File: config.mk
export PLATFORM = sky130hd
export DESIGN_NAME = control_stage
export DESIGN_NICKNAME = d
export VERILOG_FILES = /design/src/rtl/control_stage.sv
export SDC_FILE = /design/constraint.sdc
export NUM_CORES = 1
export LEC_CHECK = 0
export CAP_MARGIN = 5
export CORE_MARGIN = 3
export CORE_UTILIZATION = 41
export DETAILED_ROUTE_END_ITERATION = 6
export PLACE_DENSITY = 0.8
export SLEW_MARGIN = 30
export SYNTH_ARGS = -nofsm -noshare
export SYNTH_HDL_FRONTEND = slang
export SYNTH_SLANG_ARGS = --single-unit
File: constraint.sdc
create_clock -name clk -period 2.74 [get_ports clk]
set_input_delay 0.822 -clock clk [delete_from_list [all_inputs] [get_ports clk]]
set_output_delay 0.822 -clock clk [all_outputs]
set_load 0.03 [all_outputs]
File: src/rtl/control_stage.sv
// rtl/control_stage.sv - instruction decode control stage with load-use bubble insertion
//
// One-entry pipeline register holding the decoded control bundle of one
// instruction. A load whose destination is read by the next instruction
// causes one bubble to be inserted ahead of that instruction.
//
// Ports:
//   clk, rst          rising-edge clock, asynchronous active-high reset
//   in_valid/in_ready upstream handshake
//   opcode, funct7    instruction[6:0] and instruction[31:25]
//   rs1, rs2, rd      register indices of the incoming instruction
//   flush             kill the held and the incoming instruction
//   out_valid/out_ready downstream handshake for the registered bundle
//   AttemptBranch .. Illegal, ALUOp, out_rd  registered control bundle
//   bubble_count      saturating count of inserted load-use bubbles
module control_stage #(
  parameter int REG_ADDR_W     = 5,
  parameter int ALUOP_W        = 3,
  parameter int ENABLE_M       = 0,
  parameter int LOAD_USE_STALL = 1,
  parameter int CNT_W          = 16
) (
  input  logic                  clk,
  input  logic                  rst,
  input  logic                  in_valid,
  output logic                  in_ready,
  input  logic [6:0]            opcode,
  input  logic [6:0]            funct7,
  input  logic [REG_ADDR_W-1:0] rs1,
  input  logic [REG_ADDR_W-1:0] rs2,
  input  logic [REG_ADDR_W-1:0] rd,
  input  logic                  flush,
  output logic                  out_valid,
  input  logic                  out_ready,
  output logic                  AttemptBranch,
  output logic                  IsJALR,
  output logic                  Jump,
  output logic                  RegWrite,
  output logic                  MemToReg,
  output logic                  MemRead,
  output logic                  MemWrite,
  output logic                  Immediate,
  output logic                  Auipc,
  output logic                  MulDiv,
  output logic                  Illegal,
  output logic [ALUOP_W-1:0]    ALUOp,
  output logic [REG_ADDR_W-1:0] out_rd,
  output logic [CNT_W-1:0]      bubble_count
);

  // Seven and more ALU operations are encoded, so narrower selects cannot work.
  if (ALUOP_W < 3) begin : g_bad_aluop_w
    $error("control_stage: ALUOP_W must be at least 3");
  end

  localparam logic [6:0] OP_R     = 7'b0110011;
  localparam logic [6:0] OP_I     = 7'b0010011;
  localparam logic [6:0] OP_B     = 7'b1100011;
  localparam logic [6:0] OP_LOAD  = 7'b0000011;
  localparam logic [6:0] OP_STORE = 7'b0100011;
  localparam logic [6:0] OP_LUI   = 7'b0110111;
  localparam logic [6:0] OP_AUIPC = 7'b0010111;
  localparam logic [6:0] OP_JAL   = 7'b1101111;
  localparam logic [6:0] OP_JALR  = 7'b1100111;
  localparam logic [6:0] OP_NOP   = 7'b0000000;

  // Bit positions inside the packed control vector.
  localparam int C_AB  = 10;
  localparam int C_JR  = 9;
  localparam int C_J   = 8;
  localparam int C_RW  = 7;
  localparam int C_M2R = 6;
  localparam int C_MR  = 5;
  localparam int C_MW  = 4;
  localparam int C_IMM = 3;
  localparam int C_AU  = 2;
  localparam int C_MD  = 1;
  localparam int C_ILL = 0;

  logic [10:0]           w_ctl;
  logic [ALUOP_W-1:0]    w_alu;
  logic                  w_use_rs1;
  logic                  w_use_rs2;
  logic                  w_is_m;
  logic                  w_hazard;
  logic                  w_accept;

  logic                  r_valid;
  logic [10:0]           r_ctl;
  logic [ALUOP_W-1:0]    r_alu;
  logic [REG_ADDR_W-1:0] r_rd;
  logic [CNT_W-1:0]      r_cnt;

  assign w_is_m = (funct7 == 7'b0000001);

  always_comb begin
    w_ctl     = '0;
    w_alu     = '0;
    w_use_rs1 = 1'b0;
    w_use_rs2 = 1'b0;
    case (opcode)
      OP_R: begin
        w_ctl[C_RW] = 1'b1;
        w_use_rs1   = 1'b1;
        w_use_rs2   = 1'b1;
        if ((ENABLE_M != 0) && w_is_m) begin
          w_ctl[C_MD] = 1'b1;
          w_alu       = ALUOP_W'(7);
        end
      end
      OP_I: begin
        w_ctl[C_RW]  = 1'b1;
        w_ctl[C_IMM] = 1'b1;
        w_alu        = ALUOP_W'(1);
        w_use_rs1    = 1'b1;
      end
      OP_B: begin
        w_ctl[C_AB] = 1'b1;
        w_use_rs1   = 1'b1;
        w_use_rs2   = 1'b1;
      end
      OP_LOAD: begin
        w_ctl[C_RW]  = 1'b1;
        w_ctl[C_M2R] = 1'b1;
        w_ctl[C_MR]  = 1'b1;
        w_ctl[C_IMM] = 1'b1;
        w_alu        = ALUOP_W'(3);
        w_use_rs1    = 1'b1;
      end
      OP_STORE: begin
        w_ctl[C_MW]  = 1'b1;
        w_ctl[C_IMM] = 1'b1;
        w_alu        = ALUOP_W'(3);
        w_use_rs1    = 1'b1;
        w_use_rs2    = 1'b1;
      end
      OP_LUI: begin
        w_ctl[C_RW]  = 1'b1;
        w_ctl[C_IMM] = 1'b1;
        w_alu        = ALUOP_W'(2);
      end
      OP_AUIPC: begin
        w_ctl[C_RW]  = 1'b1;
        w_ctl[C_IMM] = 1'b1;
        w_ctl[C_AU]  = 1'b1;
        w_alu        = ALUOP_W'(5);
      end
      OP_JAL: begin
        w_ctl[C_RW] = 1'b1;
        w_ctl[C_J]  = 1'b1;
        w_alu       = ALUOP_W'(6);
      end
      OP_JALR: begin
        w_ctl[C_RW] = 1'b1;
        w_ctl[C_J]  = 1'b1;
        w_ctl[C_JR] = 1'b1;
        w_alu       = ALUOP_W'(6);
        w_use_rs1   = 1'b1;
      end
      OP_NOP: begin
      end
      default: begin
        w_ctl[C_ILL] = 1'b1;
      end
    endcase
  end

  // A held load writing a non-zero register that the incoming instruction reads.
  assign w_hazard = (LOAD_USE_STALL != 0) && in_valid && r_valid && r_ctl[C_MR] &&
                    (r_rd != '0) &&
                    ((w_use_rs1 && (rs1 == r_rd)) || (w_use_rs2 && (rs2 == r_rd)));

  assign in_ready = !flush && !w_hazard && (!r_valid || out_ready);
  assign w_accept = in_valid && in_ready;

  // Outputs are zeroed whenever the register goes empty, so an invalid
  // bundle always reads as all zeros without extra gating.
  always_ff @(posedge clk or posedge rst) begin
    if (rst) begin
      r_valid <= 1'b0;
      r_ctl   <= '0;
      r_alu   <= '0;
      r_rd    <= '0;
      r_cnt   <= '0;
    end else if (flush) begin
      r_valid <= 1'b0;
      r_ctl   <= '0;
      r_alu   <= '0;
      r_rd    <= '0;
    end else if (w_hazard && out_ready) begin
      r_valid <= 1'b0;
      r_ctl   <= '0;
      r_alu   <= '0;
      r_rd    <= '0;
      if (r_cnt != {CNT_W{1'b1}}) begin
        r_cnt <= r_cnt + CNT_W'(1);
      end
    end else if (w_accept) begin
      r_valid <= 1'b1;
      r_ctl   <= w_ctl;
      r_alu   <= w_alu;
      r_rd    <= rd;
    end else if (r_valid && out_ready) begin
      r_valid <= 1'b0;
      r_ctl   <= '0;
      r_alu   <= '0;
      r_rd    <= '0;
    end
  end

  assign out_valid     = r_valid;
  assign AttemptBranch = r_ctl[C_AB];
  assign IsJALR        = r_ctl[C_JR];
  assign Jump          = r_ctl[C_J];
  assign RegWrite      = r_ctl[C_RW];
  assign MemToReg      = r_ctl[C_M2R];
  assign MemRead       = r_ctl[C_MR];
  assign MemWrite      = r_ctl[C_MW];
  assign Immediate     = r_ctl[C_IMM];
  assign Auipc         = r_ctl[C_AU];
  assign MulDiv        = r_ctl[C_MD];
  assign Illegal       = r_ctl[C_ILL];
  assign ALUOp         = r_alu;
  assign out_rd        = r_rd;
  assign bubble_count  = r_cnt;

endmodule

==> run_results.csv, run 1 <==
group,metric,value,unit
grt,grt_pass1_vias,1819,
final_layout,fin_area,0.00291,mm²
synth,synth_cell_type_count,37,
placed_design,place_area,0.00278,mm²
grt,gr-usage-all-layers,0.194,
clock_network,cts_root_buf,"clkbuf_8",
floorplanning,die_x,75.0,µm
grt,grt_pass1_wl,8400,µm
sta,slew_viol_final,0,
synth,synthTopCellsByArea,"dfrtp_1, xnor2_1, mux2i_1",
floorplanning,initial_core_util,0.437,
clock_network,hold_buffers,0,
sta,fin_crit_sh,0.987,
placed_design,dp_hpwl,3910,µm
min_path,holdCritPathClass,"register to register",
synth,synth_common_cells,"dfrtp_1, nand2_1, xnor2_1",
setup_path,cp-end-kind,"output pin",
power,p_leak,1.31,nW
floorplanning,rows,24,
sta,setup_viol,0,
outcome,status,"finished, final reports clean",
synth,ys_seq_elements,34,
synth,synth_xor_xnor_area_share,0.108,
synth,yosysTopAreaCellShare,0.436,
synth,synth_edf_count,0,
synth,synth-compound-area-share,0.0609,
synth,synth.mux.area_fraction,0.0993,
grt,overflow,0,
power,p_per_area,378,mW/mm²
setup_path,path_max_fanout,3,
route,vias_per_cell,5.39,
sta,hold_violations,0,
synth,synth_cells,208,
synth,yosysMostFrequentCell,"dfrtp_1",
final_layout,fin_nets,332,
floorplanning,core,0.00447,mm²
floorplanning,pin_count,71,
final_layout,stdcell_count,350,
sta,fmax,0.370,GHz
route,first_pass_iters,4,
final_layout,final-seq-area,851,µm²
synth,syn-num-nets,243,
route,ant_nets,0,
placed_design,place_congestion,0.875,
placed_design,dp.cells,338,
setup_path,critPathKind,"primary input to output pin",
floorplanning,dieArea,0.00563,mm²
clock_network,clock-sinks,34,
synth,synthAdderAreaFrac,0.00641,
power,clkPwrFrac,0.345,
setup_path,start_kind,"primary input",
route,drt-initial-drc-count,155,
sta,post-route-min-period,2.70,ns
route,wl,5090,µm
power,combPwrFrac,0.182,
power,p_sw,0.289,mW
synth,synth_top_cell_by_area,"dfrtp_1",
power,internal_power,0.811,mW
run,cap_violations,0,
final_layout,syn_to_final_growth,48.8,%
synth,synth_top_family_by_area,"simple AND/OR/NAND/NOR gates",
synth,synthesis.area,0.00195,mm²
synth,ys_seq_area_frac,0.436,
clock_network,htreeDepth,2,
clock_network,path_clk_slew,0.06,ns
power,p_seq_frac,0.473,
final_layout,drive_gt1_frac,0.181,
setup_path,required,1.92,ns
synth,syn_avg_cell_area,9.39,µm²
sta,hold-worst-slack,0.507,ns
grt,grt_antenna_before_repair,0,
synth,synth_warnings,0,
clock_network,cts_tree,"yes",
grt,grt_start_max_net_pins,35,
floorplanning,die_y,75.0,µm
power,total_power,1.10,mW
synth,synthSimpleGateAreaFrac,0.234,
final_layout,nFillCells,363,
final_layout,diodes,0,
clock_network,clk_latency,0.29,ns
route,vias,1886,
final_layout,multi_input_area,0.00103,mm²
synth,async_reset_ff_frac,1.00,
placed_design,port_buffers,62,
clock_network,cts_made_buffers,5,
setup_path,arrival,1.88,ns
power,max-vdd-ir-drop,0.214,mV
synth,ys.flop_type,"dfrtp_1",
sta,clock_skew,0.00793,ns
clock_network,clock_path_buffers,2,
route,detail_route.wl_per_cell,14.6,µm
power,swShare,0.263,
route,drcViolationCount,0,
-- power by group through the flow --
stage          sequential [mW]  clock, mW  combinational [mW]
4_1_cts                  0.520      0.387               0.198
5_1_grt                  0.521      0.407               0.216
3_5_place_dp             0.529          0               0.202
6_report                 0.520      0.379               0.201
2_1_floorplan            0.548          0              0.0809
3_3_place_gp             0.529          0               0.198
-- through the flow --
step                 util  setup TNS, ns  setup slack, ns
floorplan               -              0           0.0110
global placement    0.621          -1.30           -0.348
finish              0.650              0           0.0352
detailed placement  0.621          -2.30           -0.385
global route        0.650       -0.00916         -0.00916
CTS                 0.643              0          0.00106
-- flip-flops by register name, indices dropped and copies added, names as in the netlist --
register and count:
out_valid 1, out_rd 5, bubble_count 16, r_ctl 9, ALUOp 3
-- worst max-delay path, stage by stage --
cell             delay (ns)
clkdlybuf4s15_1        0.18
and3b_2                0.22
o211ai_1               0.11
o22ai_2                0.20
and2_4                 0.19
nor2_4                 0.03
buf_6                  0.13
-- placed cells by master, fill, tap and decap left out, types with 8 or more instances in the layout --
cell type,n
clkdlybuf4s50_1,43
dfrtp_1,34
buf_4,30
nand2_1,26
xnor2_1,23
mux2i_1,16
nand4_1,13
nand3_1,13
inv_1,11
nor2_1,10
nor3_1,9
clkdlybuf4s15_1,8
-- layer usage --
layer	up-vias	track usage	wire length, µm	share of wire
li1	908	-	-	-
met1	897	0.254	2200	0.43
met2	70	0.310	2490	0.49
met3	11	0.0374	284	0.056
met4	0	0.0870	118	0.023
met5	-	0	0	0
-- layout make-up --
| class | count | share of cell area |
|---|---|---|
| Clock buffer | 7 | 0.0297 |
| Clock inverter | 1 | 0.00172 |
| Inverter | 12 | 0.0155 |
| Multi-Input combinational cell | 152 | 0.355 |
| Sequential cell | 34 | 0.293 |
| Tap cell | 52 | 0.0224 |
| Timing Repair Buffer | 92 | 0.283 |
-- cell families (layout without fill, tap and decap cells) --
logic type | after synthesis | count (layout)
adders and majority gates | 1 | 1
and+or+nand+nor | 90 | 90
DFF | 34 | 34
xor gates and xnor gates | 24 | 24
other | 1 | 1
buffers and inverters | 22 | 112
muxes | 19 | 19
AOI/OAI and AO/OA | 17 | 17
-- worst paths after layout --
path | slack [ns] | cells after the start | end | start
worst max-delay path | 0.04 | 7 | in_ready | opcode[0]
worst min register to register | 0.51 | 1 | bubble_count[15]$_DFFE_PP0P_ | bubble_count[15]$_DFFE_PP0P_
worst max register to register | 0.64 | 7 | r_ctl[2]$_DFFE_PP0P_ | out_rd[1]$_DFFE_PP0P_
worst min-delay path | 0.51 | 1 | bubble_count[15]$_DFFE_PP0P_ | bubble_count[15]$_DFFE_PP0P_
max in group asynchronous | 1.49 | 3 | bubble_count[15]$_DFFE_PP0P_ | rst
min in group asynchronous | 0.94 | 3 | bubble_count[8]$_DFFE_PP0P_ | rst
-- timing repair --
| action | CTS | global route |
|---|---|---|
| resized for setup | 31 | 13 |
| buffers inserted | 1 | 3 |
| endpoints found under the setup margin | 1 | 1 |
| pin swaps | 17 | 12 |
No activity file was read; power rests on OpenSTA's default activity.
==> inputs of run 2 (changes only) <==
==> constraint.sdc (replaced) <==
create_clock -name clk -period 2.69 [get_ports clk]
set_input_delay 0.807 -clock clk [delete_from_list [all_inputs] [get_ports clk]]
set_output_delay 0.807 -clock clk [all_outputs]
set_load 0.03 [all_outputs]
==> run_results.csv, run 2 (synthesized netlist as in run 1, its figures left out) <==
group,metric,value,unit
sta,slew_viol_final,0,
setup_path,setup.worst_path.end,"in_ready",
sta,hold-worst-slack,0.508,ns
setup_path,critPathKind,"register to output pin",
clock_network,clk_latency,0.28,ns
floorplanning,rows,24,
setup_path,path_max_fanout,2,
setup_path,start_kind,"register",
grt,overflow,0,
final_layout,final_common_cell,"clkdlybuf4s50_1",
setup_path,reg2reg_from,"out_rd[3]$_DFFE_PP0P_",
placed_design,place_congestion,0.894,
floorplanning,core,0.00447,mm²
setup_path,required,1.88,ns
route,vias_per_cell,5.29,
grt,grt_pass1_wl,8250,µm
final_layout,final-seq-area,852,µm²
outcome,status,"complete, but fails checks",
final_layout,multi_input_area,0.00103,mm²
setup_path,arrival,1.90,ns
sta,hold_violations,0,
setup_path,worstRegToRegCells,6,
setup_path,critPathTopFamily,"simple AND/OR/NAND/NOR gates",
min_path,holdCritPathClass,"register to register",
clock_network,path_clk_slew,0.07,ns
floorplanning,pin_count,71,
sta,fin_crit_sh,1.01,
setup_path,cp-startpoint,"out_rd[3]$_DFFE_PP0P_",
final_layout,diodes,0,
clock_network,cts_tree,"yes",
route,drt-initial-drc-count,91,
route,wl,5120,µm
grt,grt_pass1_vias,1795,
sta,fmax,0.370,GHz
power,max-vdd-ir-drop,0.225,mV
final_layout,layout_common_cells,"clkdlybuf4s50_1, dfrtp_1, nand2_1",
final_layout,nFillCells,362,
route,detail_route.wl_per_cell,14.8,µm
outcome,violations,"setup timing",
power,total_power,1.12,mW
setup_path,regToRegSetupSlack,0.59,ns
route,drcViolationCount,0,
floorplanning,die_y,75.0,µm
setup_path,path_cells,"or4_4 -> o211ai_4 -> nor2_2 -> and2_4 -> nor2_4 -> buf_6",
setup_path,cp-end-kind,"output pin",
setup_path,r2r-end,"r_ctl[8]$_DFFE_PP0P_",
route,ant_nets,0,
clock_network,clock-sinks,34,
grt,grt_start_max_net_pins,35,
floorplanning,initial_core_util,0.437,
sta,setup_viol,1,
final_layout,drive_gt1_frac,0.171,
final_layout,largest_register_ffs,16,
run,cap_violations,0,
power,p_leak,1.28,nW
sta,rsz0062_at_grt,"true",
route,first_pass_iters,4,
placed_design,dp_hpwl,3790,µm
setup_path,cp.depth,6,
placed_design,port_buffers,62,
final_layout,syn_to_final_growth,47.5,%
setup_path,path_buf_inv,1,
clock_network,clock_path_buffers,2,
setup_path,cp_slowest_stage_delay,0.56,ns
final_layout,fin_nets,327,
power,p_per_area,388,mW/mm²
grt,grt_antenna_before_repair,0,
sta,setup_ws,-0.0147,ns
clock_network,hold_buffers,0,
floorplanning,dieArea,0.00563,mm²
clock_network,cts_root_buf,"clkbuf_8",
sta,post-route-min-period,2.70,ns
sta,clock_skew,0.0106,ns
setup_path,crit_slowest_cell,"or4_4",
grt,gr-usage-all-layers,0.189,
clock_network,cts_made_buffers,5,
clock_network,htreeDepth,2,
route,vias,1824,
floorplanning,die_x,75.0,µm
[run 2: through the flow]
| stage | utilization | worst slack, ns | instance area (µm²) | setup TNS, ns | std cells |
|---|---|---|---|---|---|
| 2_1_floorplan | - | 0.0327 | 1970 | 0 | 208 |
| 3_3_place_gp | 0.618 | -0.369 | 2770 | -1.30 | 334 |
| 3_5_place_dp | 0.618 | -0.421 | 2770 | -2.20 | 334 |
| 4_1_cts | 0.638 | -0.00267 | 2850 | -0.00267 | 343 |
| 5_1_grt | 0.644 | -0.0620 | 2880 | -0.0620 | 345 |
| 6_report | 0.644 | -0.0147 | 2880 | -0.0147 | 345 |
[run 2: worst min path at each step]
stage	to	from	slack [ns]	cells past startpoint
floorplan	ALUOp[0]$_DFFE_PP0P_	ALUOp[0]$_DFFE_PP0P_	0.66	2
global placement	bubble_count[7]$_DFFE_PP0P_	bubble_count[7]$_DFFE_PP0P_	0.49	1
detailed placement	bubble_count[7]$_DFFE_PP0P_	bubble_count[7]$_DFFE_PP0P_	0.50	1
CTS	bubble_count[7]$_DFFE_PP0P_	bubble_count[7]$_DFFE_PP0P_	0.51	1
global route	bubble_count[7]$_DFFE_PP0P_	bubble_count[7]$_DFFE_PP0P_	0.52	1
finish	bubble_count[7]$_DFFE_PP0P_	bubble_count[7]$_DFFE_PP0P_	0.51	1
[run 2: worst reg2reg max path: stages, from the launching register on]
cell and delay (ns):
dfrtp_1 0.38, or4_4 0.56, o211ai_4 0.22, nor2_2 0.08
buf_4 0.13, a211o_1 0.30, mux2_1 0.33
[run 2: final cells by class]
| type | instances | area share |
|---|---|---|
| Multi-Input combinational cell | 152 | 0.358 |
| Clock inverter | 1 | 0.00174 |
| Tap cell | 52 | 0.0226 |
| Sequential cell | 34 | 0.296 |
| Timing Repair Buffer | 87 | 0.276 |
| Clock buffer | 7 | 0.0300 |
| Inverter | 12 | 0.0156 |
[run 2: where the power goes]
| group | switching [mW] | internal (mW) | leakage [nW] | total (mW) |
|---|---|---|---|---|
| Combinational | 0.104 | 0.0968 | 0.768 | 0.201 |
| Clock | 0.178 | 0.206 | 0.0482 | 0.385 |
| Sequential | 0.0109 | 0.520 | 0.468 | 0.531 |
[run 2: repair_timing]
action	4_1_cts	5_1_grt
resized for setup	45	3
pin swaps	18	5
setup endpoints to repair	1	1
setup buffers	1	2
[run 2: metal layers]
metal	GRT usage	up-vias	routed length (µm)
li1	-	892	-
met1	0.264	859	2340
met2	0.305	65	2500
met3	0.0280	8	215
met4	0.0573	0	63
met5	0	-	0
==> inputs of run 3 (changes only) <==
==> constraint.sdc (replaced) <==
create_clock -name clk -period 3 [get_ports clk]
set_input_delay 0.6 -clock clk [delete_from_list [all_inputs] [get_ports clk]]
set_output_delay 0.6 -clock clk [all_outputs]
set_load 0.03 [all_outputs]
==> run_results.csv, run 3 (synthesized netlist as in run 1, its figures left out) <==
group,metric,value,unit
route,ant_nets,0,
power,p_seq_frac,0.485,
setup_path,start_kind,"primary input",
grt,grt_antenna_before_repair,0,
placed_design,dp_hpwl,3570,µm
final_layout,fin_nets,312,
final_layout,final_common_cell,"clkdlybuf4s50_1",
power,max-vdd-ir-drop,0.209,mV
placed_design,port_buffers,62,
route,wl,4620,µm
power,p_leak,1.18,nW
final_layout,stdcell_count,330,
run,cap_violations,0,
floorplanning,initial_core_util,0.437,
sta,hold-worst-slack,0.510,ns
setup_path,required,2.40,ns
route,first_pass_iters,4,
outcome,status,"finished, final reports clean",
route,vias,1743,
final_layout,drive_gt1_frac,0.0755,
min_path,holdCritPathClass,"register to register",
route,drt-initial-drc-count,140,
sta,fmax,0.362,GHz
power,p_sw,0.254,mW
final_layout,largest_register_ffs,16,
floorplanning,die_y,75.0,µm
power,clkPwrFrac,0.349,
clock_network,path_clk_slew,0.07,ns
sta,setup_viol,0,
clock_network,clock_path_buffers,2,
clock_network,cts_root_buf,"clkbuf_8",
power,internal_power,0.732,mW
grt,grt_start_max_net_pins,35,
sta,fin_tns_setup,0,ns
floorplanning,rows,24,
clock_network,clock-sinks,34,
clock_network,cts_resized,0,
power,swShare,0.257,
route,vias_per_cell,5.28,
grt,overflow,0,
clock_network,cts_made_buffers,5,
final_layout,syn_to_final_growth,40.4,%
final_layout,layout_common_cells,"clkdlybuf4s50_1, dfrtp_1, nand2_1",
sta,hold_violations,0,
clock_network,post-cts-setup-buffer-count,0,
sta,post-route-min-period,2.76,ns
sta,fin_crit_sh,0.920,
grt,gr-usage-all-layers,0.177,
sta,slew_headroom,0.618,
clock_network,clk_latency,0.28,ns
sta,clock_skew,0.00446,ns
setup_path,critPathKind,"primary input to output pin",
final_layout,nFillCells,397,
floorplanning,pin_count,71,
floorplanning,die_x,75.0,µm
sta,rsz0062_at_grt,"false",
placed_design,place_congestion,0.888,
clock_network,cts_tree,"yes",
placed_design,dp.cells,322,
sta,slew_viol_final,0,
final_layout,diodes,0,
power,p_per_area,360,mW/mm²
clock_network,hold_buffers,0,
sta,worst_pin_slew,0.569,ns
route,detail_route.wl_per_cell,14.0,µm
grt,grt_pass1_wl,7690,µm
clock_network,htreeDepth,2,
setup_path,cp-end-kind,"output pin",
floorplanning,dieArea,0.00563,mm²
setup_path,path_max_fanout,6,
route,drcViolationCount,0,
setup_path,arrival,2.16,ns
power,combPwrFrac,0.166,
grt,grt_pass1_vias,1621,
floorplanning,core,0.00447,mm²
-- run 3: cell count changes in the layout (fill, tap and decap cells not counted), moves of 2 or more --
cell	change
clkdlybuf4s50_1	+18
buf_4	-13
clkdlybuf4s15_1	-6
dlygate4sd2_1	-5
buf_2	-5
nor2_1	+2
-- run 3: final timing paths --
check / startpoint / end / slack (ns) / depth (start not counted)
min in group asynchronous: rst / bubble_count[9]$_DFFE_PP0P_ / 0.71 / 3
max in group asynchronous: rst / bubble_count[3]$_DFFE_PP0P_ / 1.98 / 3
min: bubble_count[7]$_DFFE_PP0P_ / bubble_count[7]$_DFFE_PP0P_ / 0.51 / 1
max: opcode[0] / in_ready / 0.24 / 7
max reg2reg: out_rd[1]$_DFFE_PP0P_ / r_ctl[3]$_DFFE_PP0P_ / 0.82 / 6
min reg2reg: bubble_count[7]$_DFFE_PP0P_ / bubble_count[7]$_DFFE_PP0P_ / 0.51 / 1
-- run 3: cell type report --
type	count	area [µm²]	share of cell area
multi-input combinational	152	996	0.363
sequential	34	851	0.310
timing repair buffer	72	693	0.253
clock buffer	7	86.3	0.0315
tap	52	65.1	0.0237
inverter	12	45.0	0.0164
clock inverter	1	5.00	0.00183
-- run 3: per-layer routing --
metal  share of wire  GRT usage  up-vias
met1            0.46      0.256      813
met2            0.47      0.272       62
met5               0          0        -
li1                -          -      863
met4           0.010     0.0534        0
met3           0.060     0.0307        5
-- run 3: metrics by stage --
stage,total power [mW],cell area [µm²],utilization,setup WS [ns]
2_1_floorplan,0.573,1950,-,0.527
3_3_place_gp,0.649,2650,0.592,0.216
3_5_place_dp,0.651,2650,0.592,0.137
4_1_cts,0.994,2740,0.613,0.237
5_1_grt,1.03,2740,0.613,0.0954
6_report,0.986,2740,0.613,0.239
-- run 3: critical path: stages --
cell	delay, ns
clkdlybuf4s50_1	0.56
and3b_1	0.27
o211ai_1	0.11
o22ai_1	0.23
and2_1	0.18
nor2_1	0.06
buf_4	0.16
-- run 3: power by group through the flow --
stage               sequential (mW)  combinational (mW)  clock (mW)
floorplan                     0.501              0.0727           0
global placement              0.486               0.163           0
detailed placement            0.487               0.164           0
CTS                           0.478               0.165       0.351
global route                  0.479               0.179       0.369
finish                        0.478               0.163       0.344
